### src/rtl/control_sequencer_if.sv
// Bundle of the handshake, decoder and strobe signals around control_sequencer.
// master: the sequencer side (drives strobes). slave: the datapath/environment side.
// Optional interrupt signals exist only when CTRL_IRQ_EN is defined.
interface control_sequencer_if #(
  parameter int unsigned NUM_WB_PORTS = 2
);
  // Inputs to the sequencer
  logic                    run;
  logic                    fetch_done;
  logic                    mem_done;
  logic                    branch_en;
  logic                    new_status_en;
  logic [NUM_WB_PORTS-1:0] reg_wb_mode;
  logic [2:0]              branch_cond;
  logic [2:0]              macro_op;
  logic [15:0]             status_reg;
  // Outputs from the sequencer
  logic                    fetch_en;
  logic                    pc_fetch_wr;
  logic                    pc_branch_wr;
  logic                    decode_en;
  logic                    alu_in_en;
  logic                    alu_out_en;
  logic                    status_wr;
  logic [NUM_WB_PORTS-1:0] reg_wr_en;
  logic                    mem_req;
  logic                    mem_wr;
  logic                    fault;
  logic [3:0]              state_o;
`ifdef CTRL_IRQ_EN
  logic                    irq_req;
  logic                    irq_ack;
  logic                    pc_vector_wr;
`endif

  modport master (
    input  run, fetch_done, mem_done, branch_en, new_status_en,
    input  reg_wb_mode, branch_cond, macro_op, status_reg,
`ifdef CTRL_IRQ_EN
    input  irq_req,
    output irq_ack, pc_vector_wr,
`endif
    output fetch_en, pc_fetch_wr, pc_branch_wr, decode_en, alu_in_en,
    output alu_out_en, status_wr, reg_wr_en, mem_req, mem_wr, fault, state_o
  );

  modport slave (
    output run, fetch_done, mem_done, branch_en, new_status_en,
    output reg_wb_mode, branch_cond, macro_op, status_reg,
`ifdef CTRL_IRQ_EN
    output irq_req,
    input  irq_ack, pc_vector_wr,
`endif
    input  fetch_en, pc_fetch_wr, pc_branch_wr, decode_en, alu_in_en,
    input  alu_out_en, status_wr, reg_wr_en, mem_req, mem_wr, fault, state_o
  );
endinterface

### src/rtl/control_sequencer.sv
// Multi-cycle control FSM for the XMakina core.
// Sequences fetch, decode, operand/ALU, data memory and write-back strobes,
// with a fetch/memory wait counter that raises a sticky fault on timeout.
// Optional feature macro: CTRL_IRQ_EN adds an IRQ_ENTRY state between instructions.
//
// Handshake: fetch_en pulses for one cycle; the sequencer then waits in
// WAIT_FETCH until fetch_done. mem_req is a level held through MEM_WAIT and
// the access completes in the cycle mem_done is seen high. A done seen in the
// same cycle the wait counter expires wins over the timeout.
//
// All outputs are registered: the next-state logic also computes the strobe
// values that belong to the next state, so every strobe is high exactly while
// state_o shows its owning state.
module control_sequencer #(
  parameter int unsigned TIMEOUT_W     = 4,
  parameter int unsigned FETCH_TIMEOUT = 15,
  parameter int unsigned MEM_TIMEOUT   = 15,
  parameter int unsigned NUM_WB_PORTS  = 2
) (
  input logic                 clk,
  input logic                 reset,
  control_sequencer_if.master bus
);

  typedef enum logic [3:0] {
    IDLE          = 4'd0,
    FETCH         = 4'd1,
    WAIT_FETCH    = 4'd2,
    DECODE        = 4'd3,
    OPERAND_FETCH = 4'd4,
    EXECUTE       = 4'd5,
    MEM_WAIT      = 4'd6,
    WRITE_BACK    = 4'd7,
    NOP_EXEC      = 4'd8,
    FAULT         = 4'd9
`ifdef CTRL_IRQ_EN
    , IRQ_ENTRY   = 4'd11
`endif
  } state_t;

  localparam logic [2:0] OP_LD  = 3'd3;
  localparam logic [2:0] OP_ST  = 3'd4;
  localparam logic [2:0] OP_SVC = 3'd5;
  localparam logic [2:0] OP_CEX = 3'd6;

  // Timeouts beyond what the counter can hold are clamped to its maximum.
  localparam int unsigned MAX_CNT   = (32'd1 << TIMEOUT_W) - 32'd1;
  localparam int unsigned FETCH_LIM = (FETCH_TIMEOUT > MAX_CNT) ? MAX_CNT : FETCH_TIMEOUT;
  localparam int unsigned MEM_LIM   = (MEM_TIMEOUT > MAX_CNT) ? MAX_CNT : MEM_TIMEOUT;

  state_t                  state, state_d;
  logic [TIMEOUT_W-1:0]    cnt, cnt_d;
  logic [TIMEOUT_W:0]      cnt_inc;
  logic [TIMEOUT_W-1:0]    cnt_sat;
  logic                    cond_true;
  state_t                  after_instr;

  logic                    fetch_en, fetch_en_d;
  logic                    pc_fetch_wr, pc_fetch_wr_d;
  logic                    pc_branch_wr, pc_branch_wr_d;
  logic                    decode_en, decode_en_d;
  logic                    alu_in_en, alu_in_en_d;
  logic                    alu_out_en, alu_out_en_d;
  logic                    status_wr, status_wr_d;
  logic [NUM_WB_PORTS-1:0] reg_wr_en, reg_wr_en_d;
  logic                    mem_req, mem_req_d;
  logic                    mem_wr, mem_wr_d;
  logic                    fault, fault_d;
`ifdef CTRL_IRQ_EN
  logic                    irq_ack, irq_ack_d;
  logic                    pc_vector_wr, pc_vector_wr_d;
`endif

  // Only the four flag bits of the PSW take part in branch conditions.
  logic unused_psw;
  assign unused_psw = ^bus.status_reg[15:4];

  // Branch condition from PSW flags: bit0 C, bit1 Z, bit2 N, bit3 V.
  always_comb begin
    cond_true = 1'b0;
    case (bus.branch_cond)
      3'd0:    cond_true = bus.status_reg[1];
      3'd1:    cond_true = !bus.status_reg[1];
      3'd2:    cond_true = bus.status_reg[0];
      3'd3:    cond_true = !bus.status_reg[0];
      3'd4:    cond_true = bus.status_reg[2];
      3'd5:    cond_true = (bus.status_reg[2] == bus.status_reg[3]);
      3'd6:    cond_true = (bus.status_reg[2] != bus.status_reg[3]);
      default: cond_true = 1'b1;
    endcase
  end

  // Saturating increment of the wait counter.
  always_comb begin
    cnt_inc = {1'b0, cnt} + {{TIMEOUT_W{1'b0}}, 1'b1};
    cnt_sat = cnt_inc[TIMEOUT_W] ? cnt : cnt_inc[TIMEOUT_W-1:0];
  end

  // Next state, wait counter and the strobes belonging to the next state.
  always_comb begin
    state_d        = state;
    cnt_d          = cnt;
    fetch_en_d     = 1'b0;
    pc_fetch_wr_d  = 1'b0;
    pc_branch_wr_d = 1'b0;
    decode_en_d    = 1'b0;
    alu_in_en_d    = 1'b0;
    alu_out_en_d   = 1'b0;
    status_wr_d    = 1'b0;
    reg_wr_en_d    = '0;
    mem_req_d      = 1'b0;
    mem_wr_d       = 1'b0;
    fault_d        = 1'b0;
`ifdef CTRL_IRQ_EN
    irq_ack_d      = 1'b0;
    pc_vector_wr_d = 1'b0;
    after_instr    = bus.irq_req ? IRQ_ENTRY : FETCH;
`else
    after_instr    = FETCH;
`endif

    case (state)
      IDLE:          if (bus.run) state_d = FETCH;
      FETCH:         state_d = WAIT_FETCH;
      WAIT_FETCH: begin
        if (bus.fetch_done) begin
          state_d = DECODE;
        end else if ((FETCH_LIM != 0) && (32'(cnt_inc) >= FETCH_LIM)) begin
          state_d = FAULT;
        end else begin
          cnt_d = cnt_sat;
        end
      end
      DECODE:        state_d = OPERAND_FETCH;
      OPERAND_FETCH: state_d = ((bus.macro_op == OP_SVC) || (bus.macro_op == OP_CEX)) ?
                               NOP_EXEC : EXECUTE;
      EXECUTE:       state_d = ((bus.macro_op == OP_LD) || (bus.macro_op == OP_ST)) ?
                               MEM_WAIT : WRITE_BACK;
      MEM_WAIT: begin
        if (bus.mem_done) begin
          state_d = (bus.macro_op == OP_LD) ? WRITE_BACK : after_instr;
        end else if ((MEM_LIM != 0) && (32'(cnt_inc) >= MEM_LIM)) begin
          state_d = FAULT;
        end else begin
          cnt_d = cnt_sat;
        end
      end
      WRITE_BACK:    state_d = after_instr;
      NOP_EXEC:      state_d = after_instr;
      FAULT:         state_d = FAULT;
`ifdef CTRL_IRQ_EN
      IRQ_ENTRY:     state_d = FETCH;
`endif
      default:       state_d = IDLE;
    endcase

    // Every state change clears the counter, so each wait starts from zero.
    if (state_d != state) cnt_d = '0;

    case (state_d)
      FETCH:         fetch_en_d = 1'b1;
      DECODE: begin
        decode_en_d   = 1'b1;
        pc_fetch_wr_d = 1'b1;
      end
      OPERAND_FETCH: alu_in_en_d = 1'b1;
      EXECUTE: begin
        alu_out_en_d   = 1'b1;
        pc_branch_wr_d = bus.branch_en & cond_true;
      end
      MEM_WAIT: begin
        mem_req_d = 1'b1;
        mem_wr_d  = (bus.macro_op == OP_ST);
      end
      WRITE_BACK: begin
        reg_wr_en_d = bus.reg_wb_mode;
        status_wr_d = bus.new_status_en;
      end
      FAULT:         fault_d = 1'b1;
`ifdef CTRL_IRQ_EN
      IRQ_ENTRY: begin
        irq_ack_d      = 1'b1;
        pc_vector_wr_d = 1'b1;
      end
`endif
      default: ;
    endcase
  end

  // State, counter and output registers with synchronous reset.
  always_ff @(posedge clk) begin
    if (reset) begin
      state        <= IDLE;
      cnt          <= '0;
      fetch_en     <= 1'b0;
      pc_fetch_wr  <= 1'b0;
      pc_branch_wr <= 1'b0;
      decode_en    <= 1'b0;
      alu_in_en    <= 1'b0;
      alu_out_en   <= 1'b0;
      status_wr    <= 1'b0;
      reg_wr_en    <= '0;
      mem_req      <= 1'b0;
      mem_wr       <= 1'b0;
      fault        <= 1'b0;
`ifdef CTRL_IRQ_EN
      irq_ack      <= 1'b0;
      pc_vector_wr <= 1'b0;
`endif
    end else begin
      state        <= state_d;
      cnt          <= cnt_d;
      fetch_en     <= fetch_en_d;
      pc_fetch_wr  <= pc_fetch_wr_d;
      pc_branch_wr <= pc_branch_wr_d;
      decode_en    <= decode_en_d;
      alu_in_en    <= alu_in_en_d;
      alu_out_en   <= alu_out_en_d;
      status_wr    <= status_wr_d;
      reg_wr_en    <= reg_wr_en_d;
      mem_req      <= mem_req_d;
      mem_wr       <= mem_wr_d;
      fault        <= fault_d;
`ifdef CTRL_IRQ_EN
      irq_ack      <= irq_ack_d;
      pc_vector_wr <= pc_vector_wr_d;
`endif
    end
  end

  assign bus.fetch_en     = fetch_en;
  assign bus.pc_fetch_wr  = pc_fetch_wr;
  assign bus.pc_branch_wr = pc_branch_wr;
  assign bus.decode_en    = decode_en;
  assign bus.alu_in_en    = alu_in_en;
  assign bus.alu_out_en   = alu_out_en;
  assign bus.status_wr    = status_wr;
  assign bus.reg_wr_en    = reg_wr_en;
  assign bus.mem_req      = mem_req;
  assign bus.mem_wr       = mem_wr;
  assign bus.fault        = fault;
  assign bus.state_o      = state;
`ifdef CTRL_IRQ_EN
  assign bus.irq_ack      = irq_ack;
  assign bus.pc_vector_wr = pc_vector_wr;
`endif

endmodule

### src/flat_wrapper.sv
// flat-port wrapper written by rule: the top's interface ports become plain ports
module control_sequencer_flat 
#(
  parameter int unsigned TIMEOUT_W     = 4,
  parameter int unsigned FETCH_TIMEOUT = 15,
  parameter int unsigned MEM_TIMEOUT   = 15,
  parameter int unsigned NUM_WB_PORTS  = 2
)
  (clk, reset, bus_run, bus_fetch_done, bus_mem_done, bus_branch_en, bus_new_status_en, bus_reg_wb_mode, bus_branch_cond, bus_macro_op, bus_status_reg, bus_fetch_en, bus_pc_fetch_wr, bus_pc_branch_wr, bus_decode_en, bus_alu_in_en, bus_alu_out_en, bus_status_wr, bus_reg_wr_en, bus_mem_req, bus_mem_wr, bus_fault, bus_state_o);
  control_sequencer_if #(.NUM_WB_PORTS(NUM_WB_PORTS)) bus_i ();
  input logic clk;
  input logic reset;
  input wire logic [$bits(bus_i.run)-1:0] bus_run;
  input wire logic [$bits(bus_i.fetch_done)-1:0] bus_fetch_done;
  input wire logic [$bits(bus_i.mem_done)-1:0] bus_mem_done;
  input wire logic [$bits(bus_i.branch_en)-1:0] bus_branch_en;
  input wire logic [$bits(bus_i.new_status_en)-1:0] bus_new_status_en;
  input wire logic [$bits(bus_i.reg_wb_mode)-1:0] bus_reg_wb_mode;
  input wire logic [$bits(bus_i.branch_cond)-1:0] bus_branch_cond;
  input wire logic [$bits(bus_i.macro_op)-1:0] bus_macro_op;
  input wire logic [$bits(bus_i.status_reg)-1:0] bus_status_reg;
  output wire logic [$bits(bus_i.fetch_en)-1:0] bus_fetch_en;
  output wire logic [$bits(bus_i.pc_fetch_wr)-1:0] bus_pc_fetch_wr;
  output wire logic [$bits(bus_i.pc_branch_wr)-1:0] bus_pc_branch_wr;
  output wire logic [$bits(bus_i.decode_en)-1:0] bus_decode_en;
  output wire logic [$bits(bus_i.alu_in_en)-1:0] bus_alu_in_en;
  output wire logic [$bits(bus_i.alu_out_en)-1:0] bus_alu_out_en;
  output wire logic [$bits(bus_i.status_wr)-1:0] bus_status_wr;
  output wire logic [$bits(bus_i.reg_wr_en)-1:0] bus_reg_wr_en;
  output wire logic [$bits(bus_i.mem_req)-1:0] bus_mem_req;
  output wire logic [$bits(bus_i.mem_wr)-1:0] bus_mem_wr;
  output wire logic [$bits(bus_i.fault)-1:0] bus_fault;
  output wire logic [$bits(bus_i.state_o)-1:0] bus_state_o;
  assign bus_i.run = bus_run;
  assign bus_i.fetch_done = bus_fetch_done;
  assign bus_i.mem_done = bus_mem_done;
  assign bus_i.branch_en = bus_branch_en;
  assign bus_i.new_status_en = bus_new_status_en;
  assign bus_i.reg_wb_mode = bus_reg_wb_mode;
  assign bus_i.branch_cond = bus_branch_cond;
  assign bus_i.macro_op = bus_macro_op;
  assign bus_i.status_reg = bus_status_reg;
  assign bus_fetch_en = bus_i.fetch_en;
  assign bus_pc_fetch_wr = bus_i.pc_fetch_wr;
  assign bus_pc_branch_wr = bus_i.pc_branch_wr;
  assign bus_decode_en = bus_i.decode_en;
  assign bus_alu_in_en = bus_i.alu_in_en;
  assign bus_alu_out_en = bus_i.alu_out_en;
  assign bus_status_wr = bus_i.status_wr;
  assign bus_reg_wr_en = bus_i.reg_wr_en;
  assign bus_mem_req = bus_i.mem_req;
  assign bus_mem_wr = bus_i.mem_wr;
  assign bus_fault = bus_i.fault;
  assign bus_state_o = bus_i.state_o;
  control_sequencer #(.TIMEOUT_W(TIMEOUT_W), .FETCH_TIMEOUT(FETCH_TIMEOUT), .MEM_TIMEOUT(MEM_TIMEOUT), .NUM_WB_PORTS(NUM_WB_PORTS)) u_core (.clk(clk), .reset(reset), .bus(bus_i));
endmodule
### config.mk
export PLATFORM = sky130hd
export DESIGN_NAME = control_sequencer_flat
export DESIGN_NICKNAME = d
export VERILOG_FILES = /design/src/rtl/control_sequencer_if.sv /design/src/rtl/control_sequencer.sv /design/src/flat_wrapper.sv
export SDC_FILE = /design/constraint.sdc
export NUM_CORES = 1
export LEC_CHECK = 0
export CAP_MARGIN = 20
export CORE_UTILIZATION = 47
export DETAILED_ROUTE_END_ITERATION = 8
export PLACE_DENSITY = 0.85
export SLEW_MARGIN = 25
export SYNTH_ARGS = -nofsm -noshare
export SYNTH_HDL_FRONTEND = slang
export SYNTH_SLANG_ARGS = --single-unit
### constraint.sdc
create_clock -name clk -period 4.97 [get_ports clk]
set_clock_uncertainty 0.2 [all_clocks]
set_input_delay 0.994 -clock clk [delete_from_list [all_inputs] [get_ports clk]]
set_output_delay 0.994 -clock clk [all_outputs]
set_load 0.02 [all_outputs]
==> results_tabular.tex <==
\begin{tabular}{lr}
\hline
Metric & Value \\
\hline
\multicolumn{2}{l}{\textbf{Timing}} \\
Worst hold slack & 0.3411 ns \\
Setup repair after global routing missed its margin & false \\
Final total negative setup slack & 0 ns \\
Peak clock frequency supported by timing & 344.0 MHz \\
Final setup violating endpoints & 0 \\
Part of the cycle the worst path needs & 58.48\% \\
Final Max Tran Viols & 0 \\
Minimum setup slack in the final design & 2.063 ns \\
Normalized max-slew margin & 53.33\% \\
Minimum period implied by the final worst setup slack & 2.907 ns \\
Hold Vio Cnt, Final & 0 \\
Slew at the pin closest to its max-slew limit & 0.6958 ns \\
\multicolumn{2}{l}{\textbf{Synth}} \\
Fraction of the yosys area taken by sequential cells & 31.21\% \\
Post-synthesis register bit count & 19 \\
Yosys warning total & 0 \\
Post-synthesis area per instance & 9.232 µm² \\
Synth Instances & 132 \\
Cell types with the highest counts after synthesis & sky130\_fd\_sc\_hd\_\_dfxtp\_1, sky130\_fd\_sc\_hd\_\_nor2\_1, sky130\_fd\_sc\_hd\_\_nand2\_1 \\
Post-synthesis cell area & 1219 µm² \\
Post-synth EDFFs & 0 \\
Number of distinct standard cells referenced by the synthesized netlist & 58 \\
Async set-or-reset flop fraction in the synthesized netlist & 0\% \\
Portion of synthesized cell area occupied by the leading cell type & 31.21\% \\
Most repeated cell in the gate-level netlist after synthesis & sky130\_fd\_sc\_hd\_\_dfxtp\_1 \\
Most instantiated flip-flop cell in the synthesis netlist & sky130\_fd\_sc\_hd\_\_dfxtp\_1 \\
Synthesized netlist net count & 165 \\
Synth top area cells & sky130\_fd\_sc\_hd\_\_dfxtp\_1, sky130\_fd\_sc\_hd\_\_nor2\_1, sky130\_fd\_sc\_hd\_\_and4\_1 \\
Yosys top cell by area & sky130\_fd\_sc\_hd\_\_dfxtp\_1 \\
\multicolumn{2}{l}{\textbf{Finish}} \\
Layout Cells excl Fill & 193 \\
ANT cells & 0 \\
Post-Layout Inst Area & 1564 µm² \\
Number of nets in the layout & 197 \\
Final core utilization & 63.71\% \\
Area growth from synthesis to layout & 28.34\% \\
Fraction of final layout cells with drive strength greater than 1 & 14.72\% \\
\multicolumn{2}{l}{\textbf{CTS}} \\
Clock latency at the later pin of the worst-skew pair & 0.31 ns \\
Setup fix buffers added after clock tree synthesis & 0 \\
Master cell of the clock root buffer & sky130\_fd\_sc\_hd\_\_clkbuf\_4 \\
Clock-pin slew on the worst setup and hold paths & 0.11 ns \\
Clock Sinks & 19 \\
H-Tree Depth & 1 \\
Hold-fix buffers at CTS & 0 \\
Maximum clock insertion buffer count & 2 \\
Clock tree from TritonCTS & done \\
Cts bufs inserted & 3 \\
Post\_cts resized & 0 \\
\multicolumn{2}{l}{\textbf{Die}} \\
Num ports & 47 \\
Die span in y & 52.92 µm \\
Cell row count & 18 \\
Die Outline Area & 2801 µm² \\
Effective utilization at floorplan & 49.64\% \\
Area inside the core boundary & 2455 µm² \\
Die boundary width & 52.92 µm \\
\multicolumn{2}{l}{\textbf{Route}} \\
Initial DRC count & 24 \\
Total number of vias & 1148 \\
Count of antenna-violating nets left after detailed routing & 0 \\
Final routed wire length divided by cell count & 15.27 µm \\
Total detailed-routing wirelength & 2.947 mm \\
Detail-routed via count per cell & 5.948 \\
Number of remaining DRC errors & 0 \\
First-pass detailed-route iteration total & 5 \\
\multicolumn{2}{l}{\textbf{Global route}} \\
Number of global-route vias before repair & 1078 \\
Global-route wire length before repair & 4.747 mm \\
Global routing usage summed across all routing layers & 23.34\% \\
Initial antenna violation count & 0 \\
Largest net degree at the start of global routing & 16 \\
GR Overflow Total & 0 \\
\multicolumn{2}{l}{\textbf{Placed design}} \\
Placed Cells & 189 \\
Area of placed instances & 1536 µm² \\
Count of port buffers added during placement & 34 \\
Weighted congestion at the end of routability-driven global placement & 0.7742 \\
DP HPWL & 2.275 mm \\
Post-Place Setup Slack & 1.787 ns \\
\multicolumn{2}{l}{\textbf{Run status}} \\
Status & completed \\
\multicolumn{2}{l}{\textbf{Worst setup path}} \\
Slowest stage delay, CP & 0.65 ns \\
Worst setup path category & in -> reg \\
Crit-path cells & clkdlybuf4s50\_1 -> nor3b\_1 -> o21ai\_0 -> and4\_1 -> a211oi\_1 -> nor4\_1 \\
Critical path data arrival time & 2.88 ns \\
Biggest fanout along the worst timing path & 10 \\
CP Data Required Time & 4.94 ns \\
Startpoint type of the worst setup path & input port \\
Max stage delay cell, worst path & sky130\_fd\_sc\_hd\_\_clkdlybuf4s50\_1 \\
Crit end category & flip-flop \\
\multicolumn{2}{l}{\textbf{Power}} \\
P per Cell Area & 274.3 nW/µm² \\
Cell leakage power & 0.5425 nW \\
Worst ir drop on vdd & 0.2314 mV \\
PnR Total Power & 0.4290 mW \\
\multicolumn{2}{l}{\textbf{Min path}} \\
Worst min-delay path class & reg -> reg \\
\multicolumn{2}{l}{\textbf{Run}} \\
Max Cap Viol & 0 \\
\hline
\end{tabular}
layout by cell type (no fill, tap or decap), drive strengths merged, types with 2 or more instances in the layout:
cell type	netlist	layout
a211oi	5	5
a21oi	2	2
and3	4	4
and3b	2	2
and4	5	5
clkbuf	1	3
clkdlybuf4s50	0	34
dfxtp	19	19
ha	2	2
inv	3	3
mux2i	2	2
nand2	7	7
nand2b	2	2
nand3	2	2
nand3b	2	2
nor2	12	12
nor3	6	6
nor3b	4	4
nor4	3	3
o211ai	2	2
o21a	3	3
o21ai	10	10
o21bai	2	2
o311a	2	2
or2	2	2
xnor2	2	2
xor2	4	4
state kept, by name, indices dropped and copies added, names as in the netlist:
signal,flops
u_core.bus.state_o,4
u_core.cnt,4
u_core.bus.reg_wr_en,2
u_core.bus.alu_in_en,1
u_core.bus.alu_out_en,1
u_core.bus.fault,1
u_core.bus.fetch_en,1
u_core.bus.mem_req,1
u_core.bus.mem_wr,1
u_core.bus.pc_branch_wr,1
u_core.bus.pc_fetch_wr,1
u_core.bus.status_wr,1
worst max-delay path, delay by kind of cell:
kind / cells / cell delay (ns)
AOI/OAI and AO/OA: 2 / 0.65
and+or+nand+nor: 3 / 0.59
buffers and inverters: 1 / 0.65
cell type report:
class                      instances  area, µm²
timing repair buffer              34      340.3
sequential                        19      380.4
tap                               30      37.54
clock buffer                       3      22.52
multi-input combinational        103      767.0
clock inverter                     1      5.005
inverter                           3      11.26
fill                             204      890.9
final timing paths:
path	to	startpoint	depth (start not counted)	slack (ns)
worst max-delay path	u_core.bus.pc_branch_wr$_SDFF_PP0_	bus_macro_op[2]	6	2.06
worst min-delay path	u_core.cnt[1]$_SDFFE_PP0P_	u_core.cnt[1]$_SDFFE_PP0P_	2	0.34
worst max register to register	u_core.bus.fetch_en$_SDFF_PP0_	u_core.cnt[0]$_SDFFE_PP0P_	7	2.55
worst min register to register	u_core.cnt[1]$_SDFFE_PP0P_	u_core.cnt[1]$_SDFFE_PP0P_	2	0.34
cells by family (layout without fill, tap and decap cells):
kind of cell	after synthesis	after routing	share of synthesized area [%]
AOI/OAI and AO/OA	35	35	22.07
xor gates and xnor gates	6	6	4.312
adders and majority gates	2	2	2.053
buffers and inverters	10	41	5.851
DFF	19	19	31.21
muxes	3	3	3.593
and+or+nand+nor	57	57	30.91
where the power goes:
part	leakage [nW]	switching [mW]	internal [mW]
logic	0.371	0.0931	0.0726
clock network	0.0177	0.0508	0.0301
registers	0.154	0.0191	0.163
total	0.543	0.163	0.266
per-layer routing:
layer	track usage, %	part of all wire (%)
met4	10.09	2.6
met3	4.023	5.0
met1	28.35	42
met5	0	0
met2	39.87	51
No activity file was read; power rests on OpenSTA's default activity.
